### src/rtl/half_layer1_sequencer.sv
// half_layer1_sequencer: walks one fully-connected layer of half-precision
// neurons through a shared external MAC unit (op_c + op_a*op_b).
// Per neuron j: the accumulator is seeded with b[j], then one MAC is issued per
// input i (weight address i*LAYER2_NEURONS+j), and the result is written out.
// Optional build macro HALF_LAYER1_RELU_EN: ReLU (sign bit clears the value)
// is applied on the output write; otherwise the accumulator is written as-is.
module half_layer1_sequencer #(
    parameter int LAYER1_NEURONS = 784,
    parameter int LAYER2_NEURONS = 50,
    localparam int XW = (LAYER1_NEURONS > 1) ? $clog2(LAYER1_NEURONS) : 1,
    localparam int WW = (LAYER1_NEURONS * LAYER2_NEURONS > 1) ?
                        $clog2(LAYER1_NEURONS * LAYER2_NEURONS) : 1,
    localparam int BW = (LAYER2_NEURONS > 1) ? $clog2(LAYER2_NEURONS) : 1
) (
    input  logic          clk,
    input  logic          rstn,
    input  logic          start,
    output logic          busy,
    output logic          done,
    output logic [XW-1:0] x_addr,
    output logic [WW-1:0] w_addr,
    output logic [BW-1:0] b_addr,
    input  logic [15:0]   x_data,
    input  logic [15:0]   w_data,
    input  logic [15:0]   b_data,
    output logic          op_valid,
    input  logic          op_ready,
    output logic [15:0]   op_a,
    output logic [15:0]   op_b,
    output logic [15:0]   op_c,
    input  logic          res_valid,
    input  logic [15:0]   res_data,
    output logic          l_wr_en,
    output logic [BW-1:0] l_wr_addr,
    output logic [15:0]   l_wr_data
);

    typedef enum logic [2:0] {
        IDLE   = 3'd0,
        BIAS   = 3'd1,
        ISSUE  = 3'd2,
        WAIT   = 3'd3,
        WRITE  = 3'd4,
        FINISH = 3'd5
    } state_t;

    state_t          state_q, state_d;
    logic [XW-1:0]   i_q, i_d;
    logic [BW-1:0]   j_q, j_d;
    logic [15:0]     acc_q, acc_d;
    logic [31:0]     w_lin;

    // Output activation applied on the write port only; acc itself is untouched.
    function automatic logic [15:0] act_f(input logic [15:0] v);
`ifdef HALF_LAYER1_RELU_EN
        // Any value with the sign bit set (including -0) becomes +0.
        return v[15] ? 16'h0000 : v;
`else
        return v;
`endif
    endfunction

    // Row-major weight address; products stay well inside 32 bits.
    assign w_lin = $unsigned(32'(i_q)) * $unsigned(32'(LAYER2_NEURONS)) + $unsigned(32'(j_q));

    // State, index counters and accumulator registers with synchronous reset.
    always_ff @(posedge clk) begin
        if (!rstn) begin
            state_q <= IDLE;
            i_q     <= '0;
            j_q     <= '0;
            acc_q   <= '0;
        end else begin
            state_q <= state_d;
            i_q     <= i_d;
            j_q     <= j_d;
            acc_q   <= acc_d;
        end
    end

    // Next-state logic: one MAC outstanding at a time, counters never wrap.
    always_comb begin
        state_d = state_q;
        i_d     = i_q;
        j_d     = j_q;
        acc_d   = acc_q;
        case (state_q)
            IDLE: begin
                if (start) begin
                    i_d     = '0;
                    j_d     = '0;
                    state_d = BIAS;
                end
            end
            BIAS: begin
                acc_d   = b_data;
                i_d     = '0;
                state_d = ISSUE;
            end
            ISSUE: begin
                if (op_ready) state_d = WAIT;
            end
            WAIT: begin
                if (res_valid) begin
                    acc_d = res_data;
                    if (i_q == XW'(LAYER1_NEURONS - 1)) begin
                        state_d = WRITE;
                    end else begin
                        i_d     = i_q + XW'(1);
                        state_d = ISSUE;
                    end
                end
            end
            WRITE: begin
                if (j_q == BW'(LAYER2_NEURONS - 1)) begin
                    state_d = FINISH;
                end else begin
                    j_d     = j_q + BW'(1);
                    state_d = BIAS;
                end
            end
            FINISH:  state_d = IDLE;
            default: state_d = IDLE;
        endcase
    end

    // Outputs decoded from state; everything is forced to zero while rstn is low.
    always_comb begin
        busy      = 1'b0;
        done      = 1'b0;
        op_valid  = 1'b0;
        op_a      = '0;
        op_b      = '0;
        op_c      = '0;
        l_wr_en   = 1'b0;
        l_wr_addr = '0;
        l_wr_data = '0;
        x_addr    = '0;
        w_addr    = '0;
        b_addr    = '0;
        if (rstn) begin
            x_addr = i_q;
            w_addr = w_lin[WW-1:0];
            b_addr = j_q;
            busy   = (state_q != IDLE) && (state_q != FINISH);
            case (state_q)
                ISSUE: begin
                    op_valid = 1'b1;
                    op_a     = x_data;
                    op_b     = w_data;
                    op_c     = acc_q;
                end
                WRITE: begin
                    l_wr_en   = 1'b1;
                    l_wr_addr = j_q;
                    l_wr_data = act_f(acc_q);
                end
                FINISH:  done = 1'b1;
                default: ;
            endcase
        end
    end

endmodule

### config.mk
export PLATFORM = sky130hd
export DESIGN_NAME = half_layer1_sequencer
export DESIGN_NICKNAME = d
export VERILOG_FILES = /design/src/rtl/half_layer1_sequencer.sv
export SDC_FILE = /design/constraint.sdc
export NUM_CORES = 1
export LEC_CHECK = 0
export ABC_AREA = 1
export CAP_MARGIN = 20
export CELL_PAD_IN_SITES_DETAIL_PLACEMENT = 1
export CELL_PAD_IN_SITES_GLOBAL_PLACEMENT = 2
export CORE_UTILIZATION = 20
export DETAILED_ROUTE_END_ITERATION = 16
export PLACE_DENSITY_LB_ADDON = 0.12
export SLEW_MARGIN = 10
export SYNTH_ARGS = -nofsm -noshare
export SYNTH_HDL_FRONTEND = slang
export SYNTH_SLANG_ARGS = --single-unit
### constraint.sdc
create_clock -name clk -period 4.63 [get_ports clk]
set_clock_uncertainty 0.15 [all_clocks]
set_input_delay 0.6945 -clock clk [delete_from_list [all_inputs] [get_ports clk]]
set_output_delay 0.6945 -clock clk [all_outputs]
set_load 0.05 [all_outputs]
==> out/qor.txt <==
failing checks -> design-rule violations
synth warn -> 0
global-route wire length before repair -> 24600 µm
crit path launch type -> register
max cap viols -> 0
area grow syn2layout -> 78.8%
Final HPWL DP -> 12600 µm
syn avg cell area -> 5.87 µm²
fraction of layout cells with a size suffix above 1 -> 15.9%
number of synthesized flops with an enable pin -> 0
setup tns final -> 0 ns
P_leak -> 3.08 nW
Distinct cells, synth -> 33
crit-path max FO -> 6
Synth Flop Type -> dfxtp_1
switching part of the total power -> 42.7%
Via density -> 4.47
Synth Net Count -> 760
post-route ant nets -> 0
placed inst area -> 6540 µm²
Worst R2R Start -> j_q[1]
synth top area cells -> dfxtp_1 (19%), nand2_1 (17%), ha_1 (15%)
total CTS buffers -> 5
GR Overflow Total -> 0
Mapped Cells -> 641
CTS Root Cell -> clkbuf_16
Hold Path Stages -> 1
most frequent cells in the layout -> nand2_1 (172), inv_1 (106), nor2_1 (97), clkdlybuf4s50_1 (87), buf_12 (80)
Arr. time, crit path -> 3.52 ns
Initial Util -> 20.7%
I/O pins -> 175
Buf/Inv on CP -> 1
multi-input logic area -> 2600 µm²
TritonRoute pass-1 iters -> 10
Final Cycle Share -> 94.2%
per-cell routed wire length -> 14.4 µm
Routed WL -> 14900 µm
combinational group share of total power -> 51.3%
max-slew violation count -> 0
largest area contributor in the netlist -> dfxtp_1
Clk network pwr share -> 22.9%
Synth top area share -> 18.6%
Sequential Area -> 709 µm²
Reg2Reg Setup Slack -> 2.34 ns
hold buffers post-CTS -> 0
slowest CP cell -> fa_1
Ant. Diodes -> 0
Pwr Density -> 223 nW/µm²
Worst path max stage delay -> 0.46 ns
Worst path depth -> 14
DR iter-0 viols -> 126
die height -> 139 µm
clock latency on the worst-skew pair -> 0.28 ns
core area -> 18200 µm²
Hold Path Sink -> i_q[3]
initial antenna violation count -> 0
post-cts sizing count -> 0
H-tree levels -> 2
DRC viols -> 5
clock slew at reported path FFs -> 0.06 ns
part of the power in registers -> 25.7%
post-place setup slack -> 0.351 ns
critical path type -> register to output port
Finish-stage setup viols -> 0
Final WS setup -> 0.270 ns
hold path start -> i_q[3]
Seq/Total Area, Yosys -> 18.6%
critical path cell sequence -> ha_1 -> ha_1 -> fa_1 -> ha_1 -> nand2_1 -> nand3_1 -> nand2_1 -> nand2_1 -> nor2_1 -> nand2_1 -> nor2_4 -> nand3_1 -> a21oi_1 -> buf_12
Slew HR -> 38.5%
nets -> 925
Sw Pwr -> 0.000640 W
cell area after layout -> 6730 µm²
R2R depth -> 10
vias in the first global route -> 4917
Crit Reg-Reg Endpoint -> j_q[3]
Int Pwr -> 0.000860 W
routed vias -> 4629
status -> complete, but fails checks
All-Layer GR Usage -> 15.7%
die width -> 139 µm
Peak VDD IR -> 0.134 mV
RD Place Congestion -> 0.806
Port Buffers -> 174
Final Hold Viols -> 0
Num Clock Sinks -> 35
asr flop ratio synth -> 0%
most common cell after layout, fill and taps aside -> nand2_1
Fmax -> 229 MHz
Clock Tree Buf Depth -> 2
Yosys reg bits -> 35
FP Rows -> 49
Die ar. -> 19400 µm²
Hold WC Path Type -> register to register
TritonCTS clock tree -> yes
crit path time final -> 4.36 ns
CP most frequent cell -> nand2_1
post-CTS setup buffer count -> 0
delay-heaviest family, CP -> adder cells
Worst Max-Slew Pin Slew -> 0.921 ns
RSZ-0062 raised after global routing -> no
Post-Synthesis Cell Area -> 3760 µm²
Fillers -> 2213
Req. time, crit path -> 3.79 ns
Worst setup EP type -> output port
largest net degree at the start of global routing -> 49
-- state kept, by name, summed over array words and instances (netlist names) --
name	cells
state_q	3
acc_q	16
j_q	6
i_q	10
-- power groups by stage --
stage	clock (W)	sequential, W	combinational [W]
2_1_floorplan	0	0.000385	0.000441
3_3_place_gp	0	0.000390	0.000765
3_5_place_dp	0	0.000392	0.000774
4_1_cts	0.000351	0.000386	0.000778
5_1_grt	0.000367	0.000395	0.000841
6_report	0.000344	0.000386	0.000770
-- worst reg2reg max path: cells and delay by family (launching register included) --
| family | cells | cell delay [ns] |
|---|---|---|
| fa+ha+maj | 1 | 0.15 |
| buf+inv | 2 | 0.22 |
| simple gates | 7 | 1.34 |
| flops | 1 | 0.35 |
-- routing by layer --
metal,routed length [µm],global-route usage (%),share of wire [%],up-vias
met1,6280,17.7,42,2147
met3,1230,5.77,8.2,11
met5,0,0,0,-
li1,-,-,-,2344
met4,104,2.22,0.70,0
met2,7330,28.7,49,127
-- stage by stage --
stage / utilization [%] / hold slack [ns] / instances / power [W]
2_1_floorplan: - / 0.330 / 641 / 0.000825
3_3_place_gp: 35.9 / 0.355 / 1027 / 0.00116
3_5_place_dp: 35.9 / 0.369 / 1027 / 0.00117
4_1_cts: 36.7 / 0.385 / 1034 / 0.00152
5_1_grt: 37.0 / 0.356 / 1035 / 0.00160
6_report: 37.0 / 0.337 / 1035 / 0.00150
-- layout make-up --
| type | count | share of cell area (%) |
|---|---|---|
| repair buffers | 180 | 38.2 |
| flip-flops and latches | 35 | 10.5 |
| well taps | 229 | 4.26 |
| clock buffers | 6 | 2.06 |
| clock inverters | 1 | 0.0743 |
| multi-input cells | 473 | 38.6 |
| inverters | 111 | 6.19 |
-- how the worst max path moves through the flow --
stage / slack [ns] / start / endpoint
after floorplan: 0.41 / i_q[3] / w_addr[13]
after detailed placement: 0.35 / i_q[5] / w_addr[14]
after CTS: 0.03 / i_q[5] / w_addr[14]
after global routing: 0.008 / i_q[2] / w_addr[15]
after global placement: 0.44 / i_q[5] / w_addr[14]
final: 0.27 / i_q[2] / w_addr[13]
-- synthesized netlist by cell type (all sizes together), types with 5 or more instances --
| library cell | count |
|---|---|
| fa | 6 |
| inv | 110 |
| xor2 | 5 |
| clkbuf | 19 |
| ha | 44 |
| o21ai | 32 |
| dfxtp | 35 |
| a21oi | 26 |
| a31oi | 16 |
| nand3 | 32 |
| nand2 | 174 |
| nand4 | 12 |
| nor3 | 9 |
| nor2 | 105 |
-- cell families after synthesis --
| logic type | count (synthesis) | synth area share (%) |
|---|---|---|
| AO/OA/AOI/OAI | 81 | 11.9 |
| XOR/XNOR | 5 | 1.16 |
| adder cells (fa/ha/maj) | 50 | 17.8 |
| buffers and inverters | 133 | 13.4 |
| flip-flops | 35 | 18.6 |
| AND/OR/NAND/NOR | 337 | 37.2 |
No activity file was read; power rests on OpenSTA's default activity.
